File: src/rtl/cpu_pkg.sv
// Shared encodings for the branch resolve/predict slice: branch kinds,
// 2-bit counter values and the table-clear sequencer states.
package cpu_pkg;

   localparam logic [2:0] BR_BEQ  = 3'd0;
   localparam logic [2:0] BR_BNE  = 3'd1;
   localparam logic [2:0] BR_BGTZ = 3'd2;
   localparam logic [2:0] BR_BLEZ = 3'd3;
   localparam logic [2:0] BR_BLTZ = 3'd4;
   localparam logic [2:0] BR_BGEZ = 3'd5;

   localparam logic [1:0] CNT_SN = 2'b00;
   localparam logic [1:0] CNT_WN = 2'b01;
   localparam logic [1:0] CNT_WT = 2'b10;
   localparam logic [1:0] CNT_ST = 2'b11;

   typedef enum logic {
      ST_IDLE  = 1'b0,
      ST_CLEAR = 1'b1
   } clr_state_t;

endpackage

File: src/rtl/sat_counter2.sv
// Next-state function of a 2-bit saturating direction counter.
module sat_counter2
   import cpu_pkg::*;
(
   input  logic [1:0] cnt,
   input  logic       taken,
   output logic [1:0] nxt
);

   always_comb begin
      nxt = cnt;
      if (taken) begin
         if (cnt != CNT_ST) nxt = cnt + 2'd1;
      end else begin
         if (cnt != CNT_SN) nxt = cnt - 2'd1;
      end
   end

endmodule

File: src/rtl/branch_resolve_predict.sv
// Branch resolution for six MIPS conditional branches plus a direct-mapped
// 2-bit BHT predictor, misprediction flag, statistics and a table-clear FSM.
//
//   state    | meaning
//   ---------+-------------------------------------------------------------
//   ST_IDLE  | table live: predictions served, legal resolves train it
//   ST_CLEAR | one entry per cycle rewritten to weakly not-taken, busy=1
module branch_resolve_predict
   import cpu_pkg::*;
#(
   parameter int DATA_W    = 32,
   parameter int PC_W      = 32,
   parameter int BHT_DEPTH = 64,
   parameter int CNT_W     = 32
) (
   input  logic              clk,
   input  logic              reset,
   input  logic [PC_W-1:0]   pred_pc,
   output logic              pred_taken,
   input  logic              res_valid,
   input  logic [PC_W-1:0]   res_pc,
   input  logic [DATA_W-1:0] rs_data,
   input  logic [DATA_W-1:0] rt_data,
   input  logic [2:0]        branch_op,
   input  logic              res_pred_taken,
   output logic              res_taken,
   output logic              mispredict,
   input  logic              clear_req,
   output logic              busy,
   output logic [CNT_W-1:0]  branch_count,
   output logic [CNT_W-1:0]  mispredict_count
);

   localparam int IDX_W = $clog2(BHT_DEPTH);

   logic [1:0]       bht [BHT_DEPTH];
   clr_state_t       state;
   logic [IDX_W-1:0] clr_idx;
   logic [IDX_W-1:0] res_idx;
   logic [IDX_W-1:0] pred_idx;
   logic             legal;
   logic             cond;
   logic             rs_neg;
   logic             rs_zero;
   logic             resolved;
   logic             upd_en;
   logic [1:0]       upd_cnt;
   logic             unused_pc_bits;

   assign res_idx  = res_pc[IDX_W+1:2];
   assign pred_idx = pred_pc[IDX_W+1:2];
   assign unused_pc_bits = ^{res_pc[PC_W-1:IDX_W+2], res_pc[1:0],
                             pred_pc[PC_W-1:IDX_W+2], pred_pc[1:0]};

   // Signed compares against zero reduce to the sign bit and a zero test.
   assign rs_neg  = rs_data[DATA_W-1];
   assign rs_zero = (rs_data == '0);
   assign legal   = (branch_op <= BR_BGEZ);

   always_comb begin
      cond = 1'b0;
      case (branch_op)
         BR_BEQ:  cond = (rs_data == rt_data);
         BR_BNE:  cond = (rs_data != rt_data);
         BR_BGTZ: cond = ~rs_neg & ~rs_zero;
         BR_BLEZ: cond = rs_neg | rs_zero;
         BR_BLTZ: cond = rs_neg;
         BR_BGEZ: cond = ~rs_neg;
         default: cond = 1'b0;
      endcase
   end

   assign resolved   = res_valid & legal;
   assign res_taken  = resolved & cond;
   assign mispredict = resolved & (res_taken != res_pred_taken);

   assign busy       = (state == ST_CLEAR);
   assign pred_taken = ~busy & bht[pred_idx][1];
   assign upd_en     = resolved & (state == ST_IDLE) & ~clear_req;

   sat_counter2 u_sat (
      .cnt   (bht[res_idx]),
      .taken (res_taken),
      .nxt   (upd_cnt)
   );

   always_ff @(posedge clk or negedge reset) begin
      if (!reset) begin
         for (int i = 0; i < BHT_DEPTH; i++) bht[i] <= CNT_WN;
      end else if (state == ST_CLEAR) begin
         bht[clr_idx] <= CNT_WN;
      end else if (upd_en) begin
         bht[res_idx] <= upd_cnt;
      end
   end

   always_ff @(posedge clk or negedge reset) begin
      if (!reset) begin
         state   <= ST_IDLE;
         clr_idx <= '0;
      end else begin
         case (state)
            ST_IDLE: begin
               if (clear_req) begin
                  state   <= ST_CLEAR;
                  clr_idx <= '0;
               end
            end
            ST_CLEAR: begin
               clr_idx <= clr_idx + 1'b1;
               if (clr_idx == IDX_W'(BHT_DEPTH - 1)) state <= ST_IDLE;
            end
            default: state <= ST_IDLE;
         endcase
      end
   end

   // Statistics keep counting through a clear and stick at all-ones.
   always_ff @(posedge clk or negedge reset) begin
      if (!reset) begin
         branch_count     <= '0;
         mispredict_count <= '0;
      end else begin
         if (resolved && (branch_count != '1))
            branch_count <= branch_count + 1'b1;
         if (mispredict && (mispredict_count != '1))
            mispredict_count <= mispredict_count + 1'b1;
      end
   end

endmodule

File: config.mk
export PLATFORM = sky130hd
export DESIGN_NAME = branch_resolve_predict
export DESIGN_NICKNAME = d
export VERILOG_FILES = /design/src/rtl/cpu_pkg.sv /design/src/rtl/sat_counter2.sv /design/src/rtl/branch_resolve_predict.sv
export SDC_FILE = /design/constraint.sdc
export NUM_CORES = 1
export LEC_CHECK = 0
export CORE_ASPECT_RATIO = 1.4
export CORE_MARGIN = 2
export CORE_UTILIZATION = 29
export DETAILED_ROUTE_END_ITERATION = 8
export PLACE_DENSITY = 0.49
export SYNTH_ARGS = -nofsm -noshare
export SYNTH_HDL_FRONTEND = slang
export SYNTH_SLANG_ARGS = --single-unit
export TNS_END_PERCENT = 20
File: constraint.sdc
create_clock -name clk -period 3.9 [get_ports clk]
set_input_delay 0.78 -clock clk [delete_from_list [all_inputs] [get_ports clk]]
set_output_delay 0.78 -clock clk [all_outputs]
set_load 0.05 [all_outputs]
==> impl_metrics.json, run 1 <==
{
  "cts_made_buffers": 17,
  "io-pin-count": 204,
  "routedWlPerCell_microns": 23.6,
  "antenna_found_initial": 0,
  "hold_ws_ns": 0.364,
  "setup_viol": 0,
  "skew_ns": 0.0132,
  "power_switching_mw": 3.24,
  "cts.sinks": 199,
  "relSlewSlack_pct": 18.5,
  "ant_nets": 0,
  "core-area_sq_mm": 0.0394,
  "grt_use_total_pct": 21.9,
  "reg2regPathDepth": 11,
  "totalWireLength_microns": 45000,
  "seq_area_frac_synth_pct": 43.7,
  "layout_commonest_cell": "dfrtp_1",
  "path_max_fanout": 8,
  "max_stage_delay_ns": 0.53,
  "cts_tree": "done",
  "post-route-drc-count": 0,
  "p_leak_nw": 5.95,
  "grt_max_degree": 95,
  "drive_gt1_share_pct": 18.5,
  "initial_core_util_pct": 29.4,
  "use_met3_pct": 5.08,
  "path_class": "input pin to output port",
  "avgSynthCellArea_sq_um": 9.84,
  "cap_viol_max_count": 0,
  "synthFlopType": "dfrtp_1",
  "die_x_microns": 173,
  "rr_startpoint": "bht[69]",
  "gp_congestion": 0.943,
  "cp_cell_sequence": "buf_2 > buf_12 > mux4_2 > mux4_2 > mux4_2 > and2_1 > buf_6",
  "cts.path.max_buffers": 2,
  "ys_types": 75,
  "clk_latency_ns": 0.46,
  "synthesis.nets": 1315,
  "ys_ff_latch": 199,
  "hold_viol_final": 0,
  "met2_usage_pct": 36.4,
  "busiest_layer": "met2",
  "r2r-end": "bht[65]",
  "slowest_stage": "mux4_2",
  "period_share_pct": 97.2,
  "htreeDepth": 4,
  "worstPathArrival_ns": 3.01,
  "status": "finished, final reports clean",
  "clock_power_share_pct": 23.1,
  "power_density_mw_per_mm2": 547,
  "worst_pin_slew_ns": 1.22,
  "fmax_ghz": 0.264,
  "pwr-share-comb_pct": 34.5,
  "grt-ovfl-total": 0,
  "io_buffer_count": 151,
  "dp_hpwl_microns": 33100,
  "dr_total_vias": 10508,
  "post-route-min-period_ns": 3.79,
  "stdcell_area_sq_mm": 0.0150,
  "nets": 1507,
  "grt_util_met1_pct": 25.9,
  "start_kind": "input pin",
  "power_frac_seq_pct": 42.4,
  "crit_required_ns": 3.12,
  "antenna_cells": 0,
  "timing.final.max_slew_violations": 0,
  "fp.dieH_microns": 240,
  "dieArea_sq_mm": 0.0415,
  "p_int_mw": 4.98,
  "rows": 86,
  "fill_cells": 3977,
  "holdBufCountCts": 0,
  "fin_tns_setup_ns": 0,
  "r2r_slack_ns": 1.09,
  "rsz0062_at_grt": "true",
  "vdd_drop_max_mv": 0.407,
  "worst-path-buf-inv": 3,
  "synth-edff-count": 0,
  "swShare_pct": 39.4,
  "drt_first_pass_iters": 6,
  "yosys_warnings": 0,
  "post_dp_cell_area_sq_mm": 0.0142,
  "viasPerCell": 5.50,
  "crit_path_end_kind": "output port",
  "p_total_mw": 8.22,
  "hold_class": "input pin to asynchronous set/reset pin",
  "grt_pass1_vias": 10960,
  "drt_iter0_drc": 719,
  "synth_area_sq_mm": 0.0116,
  "clk_pin_slew_ns": 0.07,
  "crit_family": "multiplexers",
  "area_growth_pct": 29.8,
  "async_flop_share_pct": 100,
  "cpMostUsedCell": "mux4_2",
  "cts_root_buffer": "clkbuf_16",
  "most-common-layout-cells": "135 x dfrtp_1, 116 x clkdlybuf4s50_1, 103 x nor2_1",
  "syn_inst": 1176,
  "grt_pass1_wl_microns": 69000
}
[metrics by stage]
stage | std cells | worst slack, ns | util (%)
final | 1909 | 0.109 | 38.2
after global routing | 1909 | -0.000253 | 38.2
after CTS | 1907 | -0.0434 | 37.8
after detailed placement | 1874 | -0.269 | 36.2
after global placement | 1874 | -0.280 | 36.2
after floorplan | 1176 | 0.137 | -
[synth_stat cells (8+ instances only)]
library cell,n,share of area (%)
dfrtp_1,135,29
nor2_1,104,3.4
nand2_1,91,3.0
o21ai_0,81,3.5
dfstp_2,64,15
xnor2_1,57,4.3
a21oi_1,55,2.4
mux2i_1,54,4.7
nand3_1,54,2.3
xor2_1,44,3.3
a211oi_1,37,2.4
clkbuf_1,35,1.1
nand4_1,27,1.5
mux4_2,25,4.9
o211ai_1,23,1.5
and3_1,21,1.1
nor4_1,19,1.0
a221oi_1,18,1.4
o21ai_1,18,0.78
buf_2,17,0.74
nor3_1,16,0.69
inv_1,12,0.39
and2_1,11,0.59
nand3b_1,9,0.58
nor2b_1,9,0.49
or3_1,9,0.49
buf_1,8,0.26
[state kept, by name, summed over array words and instances (netlist names)]
signal	count
mispredict_count	32
bht	128
branch_count	32
clr_idx	6
busy	1
[cells by family after synthesis]
group                      after synthesis  synth area share (%)
AOI/OAI and AO/OA                      300                  17.0
xor gates and xnor gates               101                  7.64
adders and majority gates                3                 0.324
buffers and inverters                   82                  3.25
DFF                                    199                  43.7
muxes                                   90                  10.6
and+or+nand+nor                        401                  17.4
[worst register-to-register path, delay by kind of cell, from the launching register on]
kind / cells / cell delay [ns]
flops: 1 / 0.43
simple gates: 1 / 0.07
compound gates: 5 / 1.20
mux: 2 / 0.38
buf+inv: 3 / 0.61
[per-layer routing]
layer	wire [microns]	vias to the layer above	share of wire (%)
met2	21500	441	48
met4	2790	0	6.2
met5	0	-	0
li1	-	4765	-
met1	17800	5177	39
met3	2970	125	6.6
[how the worst max path moves through the flow]
stage	to	slack, ns	cells after the start	from
floorplan	pred_taken	0.14	6	pred_pc[2]
global placement	pred_taken	-0.28	7	pred_pc[2]
detailed placement	pred_taken	-0.27	7	pred_pc[2]
CTS	mispredict	-0.04	10	rs_data[9]
global route	mispredict	-0.0003	10	rs_data[7]
finish	pred_taken	0.11	7	pred_pc[2]
[cell type report]
class,count,area [sq um],share of cell area [%]
inverter,13,48.8,0.325
timing repair buffer,242,2440,16.2
tap,528,661,4.40
sequential,199,5060,33.7
clock buffer,21,480,3.20
clock inverter,11,134,0.891
multi-input combinational,895,6200,41.3
[repair_timing]
action | in CTS | in global routing
setup buffers | 0 | 2
resized for setup | 7 | 38
setup endpoints to repair | 3 | 3
cloned | 1 | 0
pin swaps | 4 | 14
[power by group through the flow]
| stage | combinational (mW) | clock [mW] | sequential (mW) |
|---|---|---|---|
| after CTS | 2.83 | 1.95 | 3.47 |
| after detailed placement | 2.81 | 0 | 3.50 |
| after global routing | 3.07 | 2.03 | 3.56 |
| after global placement | 2.78 | 0 | 3.50 |
| after floorplan | 1.61 | 0 | 3.39 |
| final | 2.84 | 1.90 | 3.48 |
Power figures use the tool's default switching activity.
==> run 2: changes to the inputs <==
==> constraint.sdc (replaced) <==
create_clock -name clk -period 3.9 [get_ports clk]
set_input_delay 0.78 -clock clk [delete_from_list [all_inputs] [get_ports clk]]
set_output_delay 0.78 -clock clk [all_outputs]
set_load 0.02 [all_outputs]
==> run 2 against run 1 <==
Net effect: largest power group unchanged; clock power about the same; global-route usage about the same; clock skew about the same; sequential share of layout area down 0.14 points; clock-buffer cell count unchanged; utilization up 0.16 points; first-iteration DRC count up 20%; via count up 1.1%; largest cell class unchanged; highest routed layer is now met5; sequential power about the same; hold slack worse by 0.10 ns.
==> impl_metrics.json, run 2 (same netlist as run 1, synthesis figures left out) <==
{
  "status": "finished, final reports clean",
  "ant_nets": 0,
  "stdcell_area_sq_mm": 0.0151,
  "core-area_sq_mm": 0.0394,
  "cts_tree": "done",
  "timing.final.max_slew_violations": 0,
  "routedWlPerCell_microns": 23.7,
  "r2r_slack_ns": 1.08,
  "cap_viol_max_count": 0,
  "fp.dieH_microns": 240,
  "layout_commonest_cell": "dfrtp_1",
  "drive_gt1_share_pct": 18.6,
  "period_share_pct": 96.7,
  "pwr-share-comb_pct": 33.3,
  "top_register": "bht",
  "multi_input_area_sq_mm": 0.00623,
  "reg2regPathDepth": 10,
  "critical_path.startpoint": "rt_data[14]",
  "crit_path_end": "mispredict",
  "die_x_microns": 173,
  "path_class": "input pin to output port",
  "holdBufCountCts": 0,
  "grt_pass1_vias": 10950,
  "hold_class": "input pin to asynchronous set/reset pin",
  "cts_made_buffers": 17,
  "rsz0062_at_grt": "true",
  "path_max_fanout": 2,
  "worstPathArrival_ns": 2.99,
  "most-common-layout-cells": "135 x dfrtp_1, 104 x nor2_1, 101 x clkdlybuf4s50_1",
  "p_int_mw": 4.99,
  "cts_root_buffer": "clkbuf_16",
  "grt_use_total_pct": 21.9,
  "crit_path_end_kind": "output port",
  "setup_viol": 0,
  "dr_total_vias": 10621,
  "htreeDepth": 4,
  "post-route-min-period_ns": 3.77,
  "cts.path.max_buffers": 2,
  "vdd_drop_max_mv": 0.309,
  "fmax_ghz": 0.265,
  "power_density_mw_per_mm2": 535,
  "relSlewSlack_pct": 20.3,
  "grt_pass1_wl_microns": 69100,
  "p_total_mw": 8.08,
  "drt_iter0_drc": 865,
  "drt_first_pass_iters": 5,
  "seq_area_sq_mm": 0.00506,
  "skew_ns": 0.0135,
  "p_leak_nw": 6.09,
  "viasPerCell": 5.57,
  "grt_max_degree": 78,
  "largestRegisters": "bht: 128 flops, branch_count: 32 flops, mispredict_count: 32 flops",
  "io_buffer_count": 151,
  "largest_reg_flops": 128,
  "r2r-end": "bht[6]",
  "fill_cells": 4017,
  "swShare_pct": 38.2,
  "worst_pin_slew_ns": 1.19,
  "area_growth_pct": 30.4,
  "nets": 1506,
  "clk_pin_slew_ns": 0.07,
  "gp_congestion": 0.927,
  "hold_viol_final": 0,
  "start_kind": "input pin",
  "rows": 86,
  "dp_hpwl_microns": 33000,
  "antenna_cells": 0,
  "initial_core_util_pct": 29.4,
  "clk_latency_ns": 0.46,
  "clock_power_share_pct": 23.4,
  "post-route-drc-count": 0,
  "io-pin-count": 204,
  "power_frac_seq_pct": 43.3,
  "dieArea_sq_mm": 0.0415,
  "crit_required_ns": 3.12,
  "antenna_found_initial": 1,
  "post_dp_cell_area_sq_mm": 0.0142,
  "totalWireLength_microns": 45300,
  "cts.sinks": 199,
  "grt-ovfl-total": 0,
  "power_switching_mw": 3.09,
  "rr_startpoint": "bht[69]"
}
-- run 2: changes by cell type in the layout (fill, tap and decap cells not counted), sizes merged --
cell / before / now
buf: 97 / 94
clkinv: 4 / 3
dlygate4sd2: 1 / 0
inv: 17 / 16
clkinvlp: 1 / 2
clkbuf: 22 / 24
dlymetal6s2s: 27 / 42
clkdlybuf4s50: 116 / 101
bufinv: 2 / 3
bufbuf: 0 / 1
-- run 2: worst max-delay path: stages --
cell	delay [ns]
clkdlybuf4s50_1	0.42
xor2_1	0.15
nor4_1	0.23
nand4_1	0.18
o311a_1	0.38
a211oi_2	0.27
nand2_1	0.14
xnor2_2	0.15
nor2_1	0.12
buf_4	0.17
-- run 2: worst min-delay path by stage --
stage / endpoint / cells past startpoint
after global routing: branch_count[13] / 1
after CTS: branch_count[11] / 1
after detailed placement: branch_count[27] / 1
after floorplan: bht[101] / 0
after global placement: branch_count[27] / 1
final: branch_count[11] / 1
-- run 2: what timing repair did --
item,in CTS,in global routing
pin swaps,2,19
gates resized for setup,19,60
setup endpoints to repair,3,3
buffers inserted,0,2
cloned,2,0
-- run 2: routing by layer --
layer | up-vias | track usage (%) | share of wire (%)
li1 | 4747 | - | -
met4 | 2 | 12.9 | 5.9
met3 | 127 | 4.49 | 6.7
met1 | 5270 | 26.1 | 39
met5 | - | 0 | 0.033
met2 | 475 | 36.7 | 48
-- run 2: final cells by class --
type,count,share of cell area [%]
Clock buffer,21,3.05
Clock inverter,11,0.970
Inverter,13,0.323
Multi-Input combinational cell,895,41.3
Sequential cell,199,33.5
Tap cell,528,4.38
Timing Repair Buffer,241,16.5
-- run 2: through the flow --
step	instances	hold WS (ns)	util [%]	TNS, ns	worst slack (ns)
after floorplan	1176	0.484	-	0	0.0606
after global placement	1872	0.473	36.2	-2.21	-0.615
after detailed placement	1872	0.477	36.2	-3.06	-0.609
after CTS	1906	0.282	37.9	0	0.00253
after global routing	1908	0.299	38.3	-0.0214	-0.0214
final	1908	0.261	38.3	0	0.128
-- run 2: power by group through the flow --
stage / combinational (mW) / clock [mW] / sequential, mW
after floorplan: 1.60 / 0 / 3.25
after global placement: 2.62 / 0 / 3.52
after detailed placement: 2.65 / 0 / 3.52
after CTS: 2.67 / 1.94 / 3.49
after global routing: 2.91 / 2.02 / 3.58
final: 2.69 / 1.89 / 3.50
==> run 3: changes to the inputs <==
--- a/config.mk
+++ b/config.mk
@@ -5,11 +5,11 @@
 export SDC_FILE = /design/constraint.sdc
 export NUM_CORES = 1
 export LEC_CHECK = 0
-export CORE_ASPECT_RATIO = 1.4
 export CORE_MARGIN = 2
 export CORE_UTILIZATION = 29
 export DETAILED_ROUTE_END_ITERATION = 8
-export PLACE_DENSITY = 0.49
+export MAX_ROUTING_LAYER = met4
+export PLACE_DENSITY = 0.47
 export SYNTH_ARGS = -nofsm -noshare
 export SYNTH_HDL_FRONTEND = slang
 export SYNTH_SLANG_ARGS = --single-unit
==> constraint.sdc (replaced) <==
create_clock -name clk -period 4.7 [get_ports clk]
set_input_delay 0.94 -clock clk [delete_from_list [all_inputs] [get_ports clk]]
set_output_delay 0.94 -clock clk [all_outputs]
set_load 0.02 [all_outputs]
==> run 3 against run 2 <==
Net effect: critical path depth is 3 lower; clock skew is 0.00082 ns higher; flip-flop and latch count stayed put; first-iteration DRC count is 23% higher; clock power is 20% lower; sequential power is 17% lower; via count is 2.3% lower; utilization is 1.8 points lower; setup slack worse by 0.061 ns; hold slack better by 0.24 ns; global-route usage is 0.44 points higher; critical path type unchanged; largest cell class unchanged; highest routed layer is now met4.
==> impl_metrics.json, run 3 (same netlist as run 1, synthesis figures left out) <==
{
  "io_buffer_count": 151,
  "drive_gt1_share_pct": 14.9,
  "fin_cells": 1862,
  "swShare_pct": 39.8,
  "grt_max_degree": 117,
  "post-route-drc-count": 0,
  "power_switching_mw": 2.61,
  "cts_root_buffer": "clkbuf_16",
  "path_class": "input pin to output port",
  "p_total_mw": 6.56,
  "most-common-layout-cells": "145 x clkdlybuf4s50_1, 135 x dfrtp_1, 104 x nor2_1",
  "viasPerCell": 5.57,
  "totalWireLength_microns": 44200,
  "p_int_mw": 3.95,
  "fp.dieH_microns": 204,
  "setup_ws_ns": 0.0678,
  "die_x_microns": 204,
  "vdd_drop_max_mv": 0.265,
  "largestRegisters": "bht: 128 flops, branch_count: 32 flops, mispredict_count: 32 flops",
  "io-pin-count": 204,
  "rsz0062_at_grt": "false",
  "holdBufCountCts": 0,
  "clk_pin_slew_ns": 0.08,
  "nets": 1462,
  "grt_pass1_wl_microns": 66800,
  "initial_core_util_pct": 29.3,
  "r2r-end": "bht[67]",
  "power_frac_seq_pct": 44.3,
  "place_inst": 1829,
  "routedWlPerCell_microns": 23.7,
  "pwr-share-comb_pct": 32.5,
  "gp_congestion": 0.938,
  "skew_ns": 0.0143,
  "period_share_pct": 98.6,
  "p_leak_nw": 5.44,
  "post-route-min-period_ns": 4.63,
  "reg2regPathDepth": 11,
  "core-area_sq_mm": 0.0395,
  "postCtsSetupRepairBufs": 0,
  "worst_pin_slew_ns": 1.11,
  "rows": 73,
  "critical_path.startpoint": "pred_pc[2]",
  "htreeDepth": 4,
  "grt_use_total_pct": 22.3,
  "layout_commonest_cell": "clkdlybuf4s50_1",
  "status": "finished, final reports clean",
  "timing.final.max_slew_violations": 0,
  "path_max_fanout": 16,
  "clock_power_share_pct": 23.1,
  "power_density_mw_per_mm2": 455,
  "cts.path.max_buffers": 2,
  "area_growth_pct": 24.7,
  "dp_hpwl_microns": 31000,
  "relSlewSlack_pct": 25.5,
  "top_register": "bht",
  "cts_tree": "done",
  "dieArea_sq_mm": 0.0415,
  "ant_nets": 0,
  "fmax_ghz": 0.216,
  "largest_reg_flops": 128,
  "cts.sinks": 199,
  "grt_pass1_vias": 10425,
  "hold_class": "register to register",
  "crit_required_ns": 3.76,
  "clk_latency_ns": 0.47,
  "drt_first_pass_iters": 5,
  "rr_startpoint": "bht[77]",
  "dr_total_vias": 10377,
  "drt_iter0_drc": 1063,
  "cap_viol_max_count": 0,
  "dp_worst_setup_slack_ns": -0.158,
  "cts_made_buffers": 17,
  "worstPathArrival_ns": 3.69,
  "fin_tns_setup_ns": 0,
  "r2r_slack_ns": 1.44,
  "grt-ovfl-total": 0,
  "start_kind": "input pin",
  "crit_path_end": "pred_taken",
  "antenna_found_initial": 1,
  "crit_path_end_kind": "output port",
  "setup_viol": 0,
  "hold_viol_final": 0
}
[run 3: power groups by stage]
| stage | Clock [mW] | Sequential [mW] | Combinational [mW] |
|---|---|---|---|
| final | 1.52 | 2.91 | 2.13 |
| after global placement | 0 | 2.90 | 2.10 |
| after detailed placement | 0 | 2.92 | 2.11 |
| after CTS | 1.56 | 2.89 | 2.12 |
| after global routing | 1.63 | 2.97 | 2.32 |
| after floorplan | 0 | 2.69 | 1.33 |
[run 3: worst min-delay path by stage]
stage	start	endpoint	slack, ns	depth (start not counted)
final	mispredict_count[18]	mispredict_count[18]	0.50	1
after global placement	mispredict_count[13]	mispredict_count[13]	0.48	1
after floorplan	bht[1]	bht[1]	0.49	2
after CTS	mispredict_count[13]	mispredict_count[13]	0.50	1
after global routing	branch_count[18]	branch_count[18]	0.52	1
after detailed placement	mispredict_count[18]	mispredict_count[18]	0.49	1
[run 3: repair_timing]
action,4_1_cts,5_1_grt
endpoints found under the setup margin,1,3
pin swaps,0,0
resized for setup,1,5
[run 3: worst max-delay path, stage by stage]
cell and delay [ns]:
clkdlybuf4s50_1 0.51, buf_12 0.21, mux4_2 0.56, mux4_2 0.51, mux4_2 0.46, and2_1 0.19, clkdlybuf4s15_1 0.29
[run 3: final cells by class]
cell class,count,area (sq um)
Sequential cell,199,5060
Inverter,13,48.8
Clock buffer,18,439
Antenna cell,1,2.50
Multi-Input combinational cell,895,6150
Timing Repair Buffer,197,1930
Tap cell,525,657
Fill cell,4018,25100
Clock inverter,14,144
[run 3: per-layer routing]
metal / track usage [%] / vias up / wire length (microns)
met5: - / - / 0
met4: 7.25 / 0 / 1220
met3: 5.70 / 72 / 3550
met2: 32.6 / 429 / 19900
met1: 30.2 / 5205 / 19500
li1: - / 4671 / -
[run 3: metrics by stage]
step                utilization, %  area [sq um]  hold WS, ns
finish                        36.5         14400        0.498
global route                  36.5         14400        0.519
CTS                           36.4         14400        0.502
detailed placement            35.0         13800        0.485
global placement              35.0         13800        0.483
floorplan                        -         11600        0.489
